==> config.mk <==
export PLATFORM = sky130hd
export DESIGN_NAME = bw_io_bs_dreg
export DESIGN_NICKNAME = d
export VERILOG_FILES = /design/src/rtl/bw_io_bs_pkg.sv /design/src/rtl/bw_io_bs_cell.sv /design/src/rtl/bw_io_bs_dreg.sv
export SDC_FILE = /design/constraint.sdc
export NUM_CORES = 1
export LEC_CHECK = 0
export CORE_AREA = 2 2 39 41
export DETAILED_ROUTE_END_ITERATION = 10
export DIE_AREA = 0 0 41 43
export GPL_TIMING_DRIVEN = 0
export PLACE_DENSITY = 0.7
export SETUP_SLACK_MARGIN = 0.5
export SYNTH_ARGS = -nofsm -noshare
export SYNTH_HDL_FRONTEND = slang
export SYNTH_SLANG_ARGS = --single-unit
==> constraint.sdc <==
create_clock -name clk -period 1.8 [get_ports clk]
set_input_delay 0.54 -clock clk [delete_from_list [all_inputs] [get_ports clk]]
set_output_delay 0.54 -clock clk [all_outputs]
set_load 0.05 [all_outputs]
==> src/rtl/bw_io_bs_pkg.sv <==
// Shared definitions for the boundary-scan data register: counter sizing helper.
package bw_io_bs_pkg;

    localparam int BS_MIN_CNT_W = 1;

    // Bits needed to count 0..width shifts, never less than one bit.
    function automatic int cnt_width(input int width);
        int w;
        w = $clog2(width + 1);
        if (w < BS_MIN_CNT_W) begin
            w = BS_MIN_CNT_W;
        end
        return w;
    endfunction

endpackage

==> src/rtl/bw_io_bs_cell.sv <==
// One boundary-scan cell: capture/shift flop, update (hold) flop and the pad-side
// functional/test output mux.
module bw_io_bs_cell #(
    parameter logic RST_UPD = 1'b0
) (
    input  logic clk,
    input  logic rst,
    input  logic capture_en,
    input  logic shift_en,
    input  logic update_en,
    input  logic mode,
    input  logic scan_in,
    input  logic pin_in,
    input  logic core_in,
    output logic scan_out,
    output logic pin_out,
    output logic upd_q
);

    logic sr_q;
    logic sr_d;
    logic upd_d;

    always_comb begin
        sr_d = sr_q;
        if (capture_en) begin
            sr_d = pin_in;
        end else if (shift_en) begin
            sr_d = scan_in;
        end
    end

    // Update samples the shift flop as held before this edge, so a same-cycle
    // capture or shift never leaks into the update stage.
    assign upd_d = update_en ? sr_q : upd_q;

    always_ff @(posedge clk) begin
        if (rst) begin
            sr_q  <= 1'b0;
            upd_q <= RST_UPD;
        end else begin
            sr_q  <= sr_d;
            upd_q <= upd_d;
        end
    end

    assign scan_out = sr_q;
    assign pin_out  = mode ? upd_q : core_in;

endmodule

==> src/rtl/bw_io_bs_dreg.sv <==
// WIDTH-bit boundary-scan data register: chain of bw_io_bs_cell plus shift counter
// and update-seen flag. All state on one clock with synchronous active-high reset.
module bw_io_bs_dreg
    import bw_io_bs_pkg::*;
#(
    parameter int               WIDTH   = 3,
    parameter logic [WIDTH-1:0] UPD_RST = {WIDTH{1'b0}}
) (
    input  logic                          clk,
    input  logic                          rst,
    input  logic                          capture_dr,
    input  logic                          shift_dr,
    input  logic                          update_dr,
    input  logic                          mode,
    input  logic                          scan_in,
    input  logic [WIDTH-1:0]              pin_in,
    input  logic [WIDTH-1:0]              core_in,
    output logic                          scan_out,
    output logic [WIDTH-1:0]              pin_out,
    output logic [WIDTH-1:0]              upd_q,
    output logic [cnt_width(WIDTH)-1:0]   shift_cnt,
    output logic                          shift_full,
    output logic                          upd_valid
);

    localparam int               CNT_W   = cnt_width(WIDTH);
    localparam logic [CNT_W-1:0] CNT_MAX = CNT_W'(WIDTH);

    // No handshake: capture_dr/shift_dr/update_dr are single-cycle qualifiers
    // sampled on every rising edge; a held enable acts on every cycle.
    logic             capture_en;
    logic             shift_en;
    logic [WIDTH-1:0] sr_chain;
    logic [WIDTH-1:0] chain_in;

    logic [CNT_W-1:0] cnt_q;
    logic [CNT_W-1:0] cnt_d;
    logic             valid_q;
    logic             valid_d;

    assign capture_en = capture_dr;
    assign shift_en   = shift_dr & ~capture_dr;

    for (genvar i = 0; i < WIDTH; i++) begin : g_cell
        if (i == WIDTH - 1) begin : g_head
            assign chain_in[i] = scan_in;
        end else begin : g_link
            assign chain_in[i] = sr_chain[i+1];
        end

        bw_io_bs_cell #(
            .RST_UPD (UPD_RST[i])
        ) u_cell (
            .clk        (clk),
            .rst        (rst),
            .capture_en (capture_en),
            .shift_en   (shift_en),
            .update_en  (update_dr),
            .mode       (mode),
            .scan_in    (chain_in[i]),
            .pin_in     (pin_in[i]),
            .core_in    (core_in[i]),
            .scan_out   (sr_chain[i]),
            .pin_out    (pin_out[i]),
            .upd_q      (upd_q[i])
        );
    end

    // Counter saturates at WIDTH so long shift runs never wrap back to zero.
    always_comb begin
        cnt_d = cnt_q;
        if (capture_en) begin
            cnt_d = '0;
        end else if (shift_en && (cnt_q != CNT_MAX)) begin
            cnt_d = cnt_q + CNT_W'(1);
        end
    end

    assign valid_d = valid_q | update_dr;

    always_ff @(posedge clk) begin
        if (rst) begin
            cnt_q   <= '0;
            valid_q <= 1'b0;
        end else begin
            cnt_q   <= cnt_d;
            valid_q <= valid_d;
        end
    end

    assign scan_out   = sr_chain[0];
    assign shift_cnt  = cnt_q;
    assign shift_full = (cnt_q == CNT_MAX);
    assign upd_valid  = valid_q;

endmodule

==> results of run 1 <==
cell usage after synthesis:
| master | n |
|---|---|
| clkbuf_1 | 1 |
| ha_1 | 1 |
| nor2_1 | 8 |
| nor2b_4 | 1 |
| buf_4 | 6 |
| nor3_2 | 2 |
| dfxtp_1 | 9 |
| mux2_2 | 6 |
| xnor2_1 | 1 |
| mux2i_1 | 7 |
| buf_2 | 1 |
cells by family after synthesis:
family,synth area share [%]
muxes,30.1
and+or+nand+nor,14.0
DFF,39.5
adders and majority gates,2.74
xor gates and xnor gates,1.92
buffers and inverters,11.8
state kept, by name, summed over array words and instances, names as in the netlist:
| register | count |
|---|---|
| shift_cnt | 2 |
| g_cell.u_cell.scan_out | 3 |
| upd_valid | 1 |
| g_cell.u_cell.upd_q | 3 |
area by class of cell:
type	count	area, µm²
Fill cell	125	531
Timing Repair Buffer	25	287
Multi-Input combinational cell	26	246
Sequential cell	9	194
Buffer	8	80.1
Clock buffer	4	26.3
Tap cell	16	20.0
through the flow:
| stage | util (%) | TNS [ps] | total power, W | setup slack (ps) |
|---|---|---|---|---|
| 5_1_grt | 61.7 | 0 | 0.000573 | 49.2 |
| 2_1_floorplan | - | 0 | 0.000323 | 285 |
| 3_5_place_dp | 53.2 | -3020 | 0.000376 | -990 |
| 4_1_cts | 58.8 | 0 | 0.000543 | 61.0 |
| 6_report | 61.7 | 0 | 0.000538 | 63.7 |
| 3_3_place_gp | 53.2 | -3000 | 0.000375 | -985 |
worst min path at each step:
| stage | startpoint | cells after the start | to |
|---|---|---|---|
| after floorplan | g_cell[1].u_cell.scan_out$_SDFFE_PP0P_ | 2 | g_cell[1].u_cell.upd_q$_SDFFE_PP0P_ |
| after global placement | upd_valid$_SDFF_PP0_ | 2 | upd_valid$_SDFF_PP0_ |
| after detailed placement | upd_valid$_SDFF_PP0_ | 2 | upd_valid$_SDFF_PP0_ |
| after CTS | upd_valid$_SDFF_PP0_ | 2 | upd_valid$_SDFF_PP0_ |
| after global routing | upd_valid$_SDFF_PP0_ | 2 | upd_valid$_SDFF_PP0_ |
| final | upd_valid$_SDFF_PP0_ | 2 | upd_valid$_SDFF_PP0_ |
power by group:
part / switching [W] / total (W) / internal (W)
sequential: 0.00000848 / 0.000218 / 0.000209
combinational: 0.0000783 / 0.000171 / 0.0000923
clock: 0.0000648 / 0.000150 / 0.0000851
worst min-delay path: cells and delay by family (launching register included):
kind | cells | cell delay (ps)
simple gates | 2 | 110
flops | 1 | 330
repair_timing:
action | in CTS | in global routing
endpoints found under the setup margin | 16 | 13
setup buffers | 1 | 3
gates resized for setup | 109 | 5
endpoints found under the hold margin | 0 | 0
pin swaps | 0 | 1
per-layer routing:
metal  vias up  track usage [%]  part of all wire (%)  routed length (µm)
met4         0             10.0                     0                   0
met3         0             5.24                    13                 128
met5         -                0                     0                   0
met2        21             19.4                    53                 519
met1       172             15.0                    34                 328
li1        195                -                     -                   -
==> impl_metrics.ini, run 1 <==
[clocking]
cts_hold_buffers = 0
h-tree-depth = 1
cts-root-buf = clkbuf_4
cts.clk_slew.worst_paths_ps = 60
numCtsBuffers = 3
cts_tree = yes
cts.sinks = 9
clk_path_buf_depth = 2
worstSkewPairLatency_ps = 250

[sta]
whs_ps = 470
relSlewSlack_pct = 70.9
fin_crit_sh_pct = 96.5
max_freq_ghz = 0.576
fin_crit_ps = 1740
timing_hold_violations_final = 0
slew_violations = 0
setup_viol = 0
rsz0062_at_grt = true
clock_skew_ps = 2.02
worstMarginPinSlew_ps = 437

[routing]
drcViolationCount = 0
drtPass1Iterations = 1
avgRoutedWirePerCell_um = 11.1
vias = 388
wirelength_um = 976
first_iter_violations = 0
final_antenna_net_count = 0
viasPerCell = 4.41

[critical_path]
cp-end-kind = primary output
crit_family = buffers and inverters
crit_top_cell = buf_8
regToRegSetupSlack_ps = 630
reg2reg_depth = 5
crit_arrival_ps = 1200
cp_slowest_stage_delay_ps = 300
critPathRequiredTime_ps = 1260
startpoint_type = input port
critPathMaxFanout = 3
worstSetupPathDepth = 4
path_buf_inv = 3
r2r-end = shift_cnt[1]$_SDFFE_PP0P_
critPathKind = input port to primary output
crit_start = mode
critPathSlowestCell = mux2_4
crit_end = pin_out[2]
crit_chain = buf_8 > mux2_4 > buf_8 > buf_8
crit-reg2reg-launch = shift_cnt[1]$_SDFFE_PP0P_

[global_route]
grt_max_degree = 10
grt_pass1_vias = 349
grt.overflow.total = 0
antenna_found_initial = 0
track_usage_pct = 13.4
grt_pass1_wl_um = 1520

[finish]
antenna_cells = 0
final_cell_mix = buf_8 (13), nor2_1 (8), mux2i_1 (7), buf_6 (5), dfxtp_2 (5)
fin_cells = 88
syn2layout_area_growth_pct = 86.8
final_layout_size_suffix_gt1_share_pct = 63.9
layout_commonest_cell = buf_8
fin_area_um2 = 853
fin_nets = 87

[place]
dpl.cell_count = 80
portBuffers = 21
hpwlAfterDp_um = 676
gp_congestion = 0.618
place_area_um2 = 736

[synth]
synth_area_leader_cell = dfxtp_1
yosysUniqueCellTypes = 11
synth_fp_nets = 57
syn_area_um2 = 457
syn_inst = 43
ys_warn_count = 0
synth-seq-area-share_pct = 39.5
synth_top_area_share_pct = 39.5
synth-seq-cells = 9
ys_top_cells_by_area = dfxtp_1 (39%), mux2i_1 (15%), mux2_2 (15%), buf_4 (9.9%), nor2_1 (6.6%)
syn_area_per_cell_um2 = 10.6

[die]
io_pins = 24
rows = 14
die_h_um = 43
dieArea_um2 = 1760
core_um2 = 1380
start_util_pct = 33.0
die_w_um = 41

[power_and_ir_drop]
vdd_drop_max_uv = 352
p_leak_nw = 0.407
p_per_area_nw_per_um2 = 631

[status]
outcome = complete, no violations

[min_path]
hold_class = flip-flop to flip-flop

[run]
maxCapViolations = 0
Note: power is estimated with default switching activity, not from simulation.
==> run 2, diff against run 1 <==
--- a/config.mk
+++ b/config.mk
@@ -5,11 +5,14 @@
 export SDC_FILE = /design/constraint.sdc
 export NUM_CORES = 1
 export LEC_CHECK = 0
+export ABC_AREA = 1
 export CORE_AREA = 2 2 39 41
+export CTS_CLUSTER_DIAMETER = 50
 export DETAILED_ROUTE_END_ITERATION = 10
 export DIE_AREA = 0 0 41 43
 export GPL_TIMING_DRIVEN = 0
-export PLACE_DENSITY = 0.7
+export MAX_ROUTING_LAYER = met4
+export PLACE_DENSITY = 0.71
 export SETUP_SLACK_MARGIN = 0.5
 export SYNTH_ARGS = -nofsm -noshare
 export SYNTH_HDL_FRONTEND = slang
==> impl_metrics.ini, run 2 <==
[min_path]
hold_class = flip-flop to flip-flop

[finish]
final_cell_mix = buf_8 (14), nand2_1 (13), nor2_1 (12), inv_1 (9)
fin_nets = 111
multi_input_area_um2 = 231
antenna_cells = 0
final_layout_size_suffix_gt1_share_pct = 42.7
n_fill_cell = 124
syn2layout_area_growth_pct = 90.4
fin_cells = 112
utilization_pct = 64.4
fin_area_um2 = 891
layout_commonest_cell = buf_8
final-seq-area_um2 = 194

[sta]
timing_hold_violations_final = 0
slew_violations = 0
fin_crit_ps = 1740
setup_slack_ps = 58.0
clock_skew_ps = 3.11
rsz0062_at_grt = true
relSlewSlack_pct = 83.3
worstMarginPinSlew_ps = 251
max_freq_ghz = 0.574
fin_crit_sh_pct = 96.8
setup_viol = 0

[place]
portBuffers = 23
hpwlAfterDp_um = 868
gp_congestion = 0.780
dpl.cell_count = 105
place_ws_ps = -997
place_area_um2 = 767

[synth]
yosysUniqueCellTypes = 12
syn_area_per_cell_um2 = 7.09
ys_top_cells_by_area = dfxtp_1 (39%), nand2_1 (10%), nor2_1 (10%), buf_4 (9.6%), inv_1 (7.2%)
syn_area_um2 = 468
synthArstFlopShare_pct = 0
syn_inst = 66
synth_fp_nets = 80
synth_area_leader_cell = dfxtp_1
synth_ff_type = dfxtp_1
synth_top_area_share_pct = 38.5
synth-edff-count = 0
synth-seq-cells = 9
synth-seq-area-share_pct = 38.5
synthTopCellsByCount = nand2_1 (13), nor2_1 (13), dfxtp_1 (9), inv_1 (9)
ys_warn_count = 0

[routing]
final_antenna_net_count = 0
first_iter_violations = 8
vias = 511
avgRoutedWirePerCell_um = 10.0
drtPass1Iterations = 4
drcViolationCount = 0
wirelength_um = 1120
viasPerCell = 4.56

[global_route]
grt_max_degree = 7
grt_pass1_vias = 452
grt_pass1_wl_um = 1640
grt.overflow.total = 0
antenna_found_initial = 0
track_usage_pct = 14.5

[die]
die_h_um = 43
start_util_pct = 33.8
die_w_um = 41
core_um2 = 1380
rows = 14
io_pins = 24
dieArea_um2 = 1760

[power_and_ir_drop]
p_per_area_nw_per_um2 = 646
p_leak_nw = 0.449
vdd_drop_max_uv = 388

[clocking]
cts.clk_slew.worst_paths_ps = 60
cts_hold_buffers = 0
cts-root-buf = clkbuf_4
cts_tree = yes
h-tree-depth = 1
cts.sinks = 9
worstSkewPairLatency_ps = 260
numCtsBuffers = 3
clk_path_buf_depth = 2

[status]
outcome = complete, no violations

[critical_path]
critPathKind = input port to primary output
cp_slowest_stage_delay_ps = 300
startpoint_type = input port
critPathRequiredTime_ps = 1260
path_buf_inv = 3
crit_arrival_ps = 1200
crit_top_cell = buf_8
cp-end-kind = primary output
critPathSlowestCell = mux2_4
crit_chain = buf_8 > mux2_4 > buf_8 > buf_8
critPathMaxFanout = 3
regToRegSetupSlack_ps = 830
crit_family = buffers and inverters

[run]
maxCapViolations = 0
run 2: cell count changes after synthesis, sizes merged, moves of 2 or more:
cell and delta:
nand3 +7, mux2i -7, inv +10, nand2 +13, o21ai +3, mux2 -3, nor3 -2, nor2 +5
run 2: cell families after synthesis:
kind of cell	synth area share, %
AND/OR/NAND/NOR	30.8
buffers and inverters	17.6
flip-flops	38.5
AO/OA/AOI/OAI	3.21
multiplexers	7.22
adder cells (fa/ha/maj)	2.67
run 2: worst paths after layout:
kind,cells past startpoint,from,endpoint
setup / recovery,4,mode,pin_out[0]
hold / removal,2,upd_valid$_SDFF_PP0_,upd_valid$_SDFF_PP0_
setup reg to reg,6,shift_cnt[0]$_SDFFE_PP0P_,shift_cnt[0]$_SDFFE_PP0P_
hold reg to reg,2,upd_valid$_SDFF_PP0_,upd_valid$_SDFF_PP0_
run 2: worst min-delay path, delay by kind of cell (launching register included):
family	cells	cell delay, ps
flops	1	340
simple gates	2	110
run 2: stage by stage:
step / setup TNS (ps) / power (W) / hold WS, ps
global route: 0 / 0.000605 / 493
global placement: -2980 / 0.000395 / 450
finish: 0 / 0.000576 / 478
floorplan: 0 / 0.000333 / 477
detailed placement: -3010 / 0.000399 / 464
CTS: 0 / 0.000570 / 478
run 2: power breakdown:
part	internal (W)	switching, W
registers	0.000210	0.0000106
clock network	0.0000856	0.0000726
logic	0.000101	0.0000951
total	0.000397	0.000178
run 2: what timing repair did:
item                                    4_1_cts  5_1_grt
endpoints found under the setup margin       14       16
setup buffers                                 1        2
gates resized for setup                     108       11
pin swaps                                     0        1
run 2: routing by layer:
metal,vias up,track usage (%),part of all wire (%)
met1,230,12.7,38
met5,-,-,0
met4,0,10.0,2.1
li1,258,-,-
met3,2,3.66,7.4
met2,21,24.7,52
run 2: layout make-up:
type | count | area share [%]
Sequential cell | 9 | 21.8
Timing Repair Buffer | 26 | 34.0
Buffer | 6 | 8.85
Multi-Input combinational cell | 41 | 26.0
Tap cell | 16 | 2.25
Inverter | 10 | 4.21
Clock buffer | 4 | 2.95
==> run 3, diff against run 2 <==
--- a/config.mk
+++ b/config.mk
@@ -11,7 +11,6 @@
 export DETAILED_ROUTE_END_ITERATION = 10
 export DIE_AREA = 0 0 41 43
 export GPL_TIMING_DRIVEN = 0
-export MAX_ROUTING_LAYER = met4
 export PLACE_DENSITY = 0.71
 export SETUP_SLACK_MARGIN = 0.5
 export SYNTH_ARGS = -nofsm -noshare
==> constraint.sdc (replaced) <==
create_clock -name clk -period 2.1 [get_ports clk]
set_input_delay 0.63 -clock clk [delete_from_list [all_inputs] [get_ports clk]]
set_output_delay 0.63 -clock clk [all_outputs]
set_load 0.05 [all_outputs]
==> impl_metrics.ini, run 3 (same netlist as run 2, synthesis figures left out) <==
[critical_path]
critPathKind = input port to primary output
crit_top_cell = buf_8
startpoint_type = input port
crit_start = mode
crit_end = pin_out[0]
cp_slowest_stage_delay_ps = 300
critPathRequiredTime_ps = 1470
critPathMaxFanout = 3
crit_chain = buf_8 > mux2_4 > buf_8 > buf_8
reg2reg_depth = 5
cp-end-kind = primary output
regToRegSetupSlack_ps = 1140
crit_arrival_ps = 1290
path_buf_inv = 3
crit_family = buffers and inverters
critPathSlowestCell = mux2_4
worstSetupPathDepth = 4
r2r-end = shift_cnt[1]$_SDFFE_PP0P_
crit-reg2reg-launch = shift_cnt[0]$_SDFFE_PP0P_

[sta]
rsz0062_at_grt = true
fin_crit_ps = 1920
worstMarginPinSlew_ps = 249
max_freq_ghz = 0.522
fin_crit_sh_pct = 91.3
timing_hold_violations_final = 0
setup_viol = 0
slew_violations = 0
relSlewSlack_pct = 83.5
clock_skew_ps = 4.28

[clocking]
h-tree-depth = 1
cts-root-buf = clkbuf_4
worstSkewPairLatency_ps = 270
cts_hold_buffers = 0
cts_tree = yes
numCtsBuffers = 3
clk_path_buf_depth = 2
cts.sinks = 9
cts.clk_slew.worst_paths_ps = 60
post_cts_buffers = 0

[global_route]
track_usage_pct = 14.0
grtUsageMet2_pct = 20.6
grt_pass1_vias = 428
antenna_found_initial = 0
grt.overflow.total = 0
grt_max_degree = 7
grt_pass1_wl_um = 1670
grt_util_met1_pct = 16.7
grt_busiest_layer = met2
grt_use_met3_pct = 3.66

[min_path]
worstHoldStart = upd_valid$_SDFF_PP0_
hold_class = flip-flop to flip-flop

[routing]
final_antenna_net_count = 0
first_iter_violations = 3
vias = 471
drtPass1Iterations = 3
drcViolationCount = 0
viasPerCell = 4.32
avgRoutedWirePerCell_um = 9.11
wirelength_um = 993

[power_and_ir_drop]
vdd_drop_max_uv = 322
comb_power_share_pct = 31.1
total_power_w = 0.000475
swShare_pct = 31.5
p_per_area_nw_per_um2 = 612
internal_power_w = 0.000325
p_sw_w = 0.000149
pwr-share-clk_pct = 29.2
p_leak_nw = 0.402
p_seq_share_pct = 39.7

[run]
maxCapViolations = 0

[place]
place_area_um2 = 757
hpwlAfterDp_um = 773
portBuffers = 23
gp_congestion = 0.701

[die]
rows = 14
die_h_um = 43
dieArea_um2 = 1760
core_um2 = 1380
start_util_pct = 33.8
io_pins = 24
die_w_um = 41

[finish]
syn2layout_area_growth_pct = 65.8
fin_area_um2 = 776
fin_nets = 108
final_cell_mix = nor2_1 (13), nand2_1 (13), inv_1 (9), buf_8 (8), clkdlybuf4s50_1 (8)
antenna_cells = 0
n_fill_cell = 136
final_layout_size_suffix_gt1_share_pct = 34.4

[status]
outcome = complete, no violations
==> run 3: cell types whose count changed in the layout (fill, tap and decap cells not counted), sizes merged <==
cell | previous run | this run
buf | 24 | 21
clkdlybuf4s50 | 6 | 8
dlygate4sd2 | 1 | 0
dlymetal6s2s | 1 | 0
==> run 3: through the flow <==
step                std cells  hold slack [ps]  setup WS, ps  setup TNS [ps]  util (%)
floorplan                  66              477           405               0         -
global placement          105              446          -862           -2580      54.7
detailed placement        105              459          -877           -2620      54.7
CTS                       109              473           180               0      56.5
global route              109              508           172               0      56.1
finish                    109              461           183               0      56.1
==> run 3: timing repair <==
action	CTS	global route
endpoints found under the setup margin	11	4
resized for setup	85	2
cloned	0	0
==> run 3: worst register-to-register path: cells and delay by family (launching register included) <==
family        cells  cell delay [ps]
simple gates      3              260
flops             1              350
fa+ha+maj         1              170
buf+inv           1               80
==> run 3: layout make-up <==
class	instances	area [µm²]	share of cell area [%]
multi-input combinational	41	229	29.5
timing repair buffer	23	213	27.4
sequential	9	183	23.5
buffer	6	67.6	8.71
inverter	10	37.5	4.84
clock buffer	4	26.3	3.39
tap	16	20.0	2.58
==> run 3: metal layers <==
layer	wire, µm	part of all wire, %
met3	109	11
met5	0	0
met2	434	44
met1	424	43
met4	25	2.5
==> run 3: worst min path at each step <==
| stage | cells past startpoint | end |
|---|---|---|
| 3_5_place_dp | 2 | upd_valid$_SDFF_PP0_ |
| 3_3_place_gp | 2 | upd_valid$_SDFF_PP0_ |
| 6_report | 2 | upd_valid$_SDFF_PP0_ |
| 2_1_floorplan | 2 | g_cell[2].u_cell.upd_q$_SDFFE_PP0P_ |
| 5_1_grt | 2 | upd_valid$_SDFF_PP0_ |
| 4_1_cts | 2 | upd_valid$_SDFF_PP0_ |
==> run 3: power by group through the flow <==
stage	clock, W	sequential [W]	combinational (W)
3_3_place_gp	0	0.000192	0.000146
3_5_place_dp	0	0.000192	0.000147
5_1_grt	0.000153	0.000190	0.000159
4_1_cts	0.000141	0.000189	0.000150
2_1_floorplan	0	0.000203	0.0000811
6_report	0.000139	0.000188	0.000148
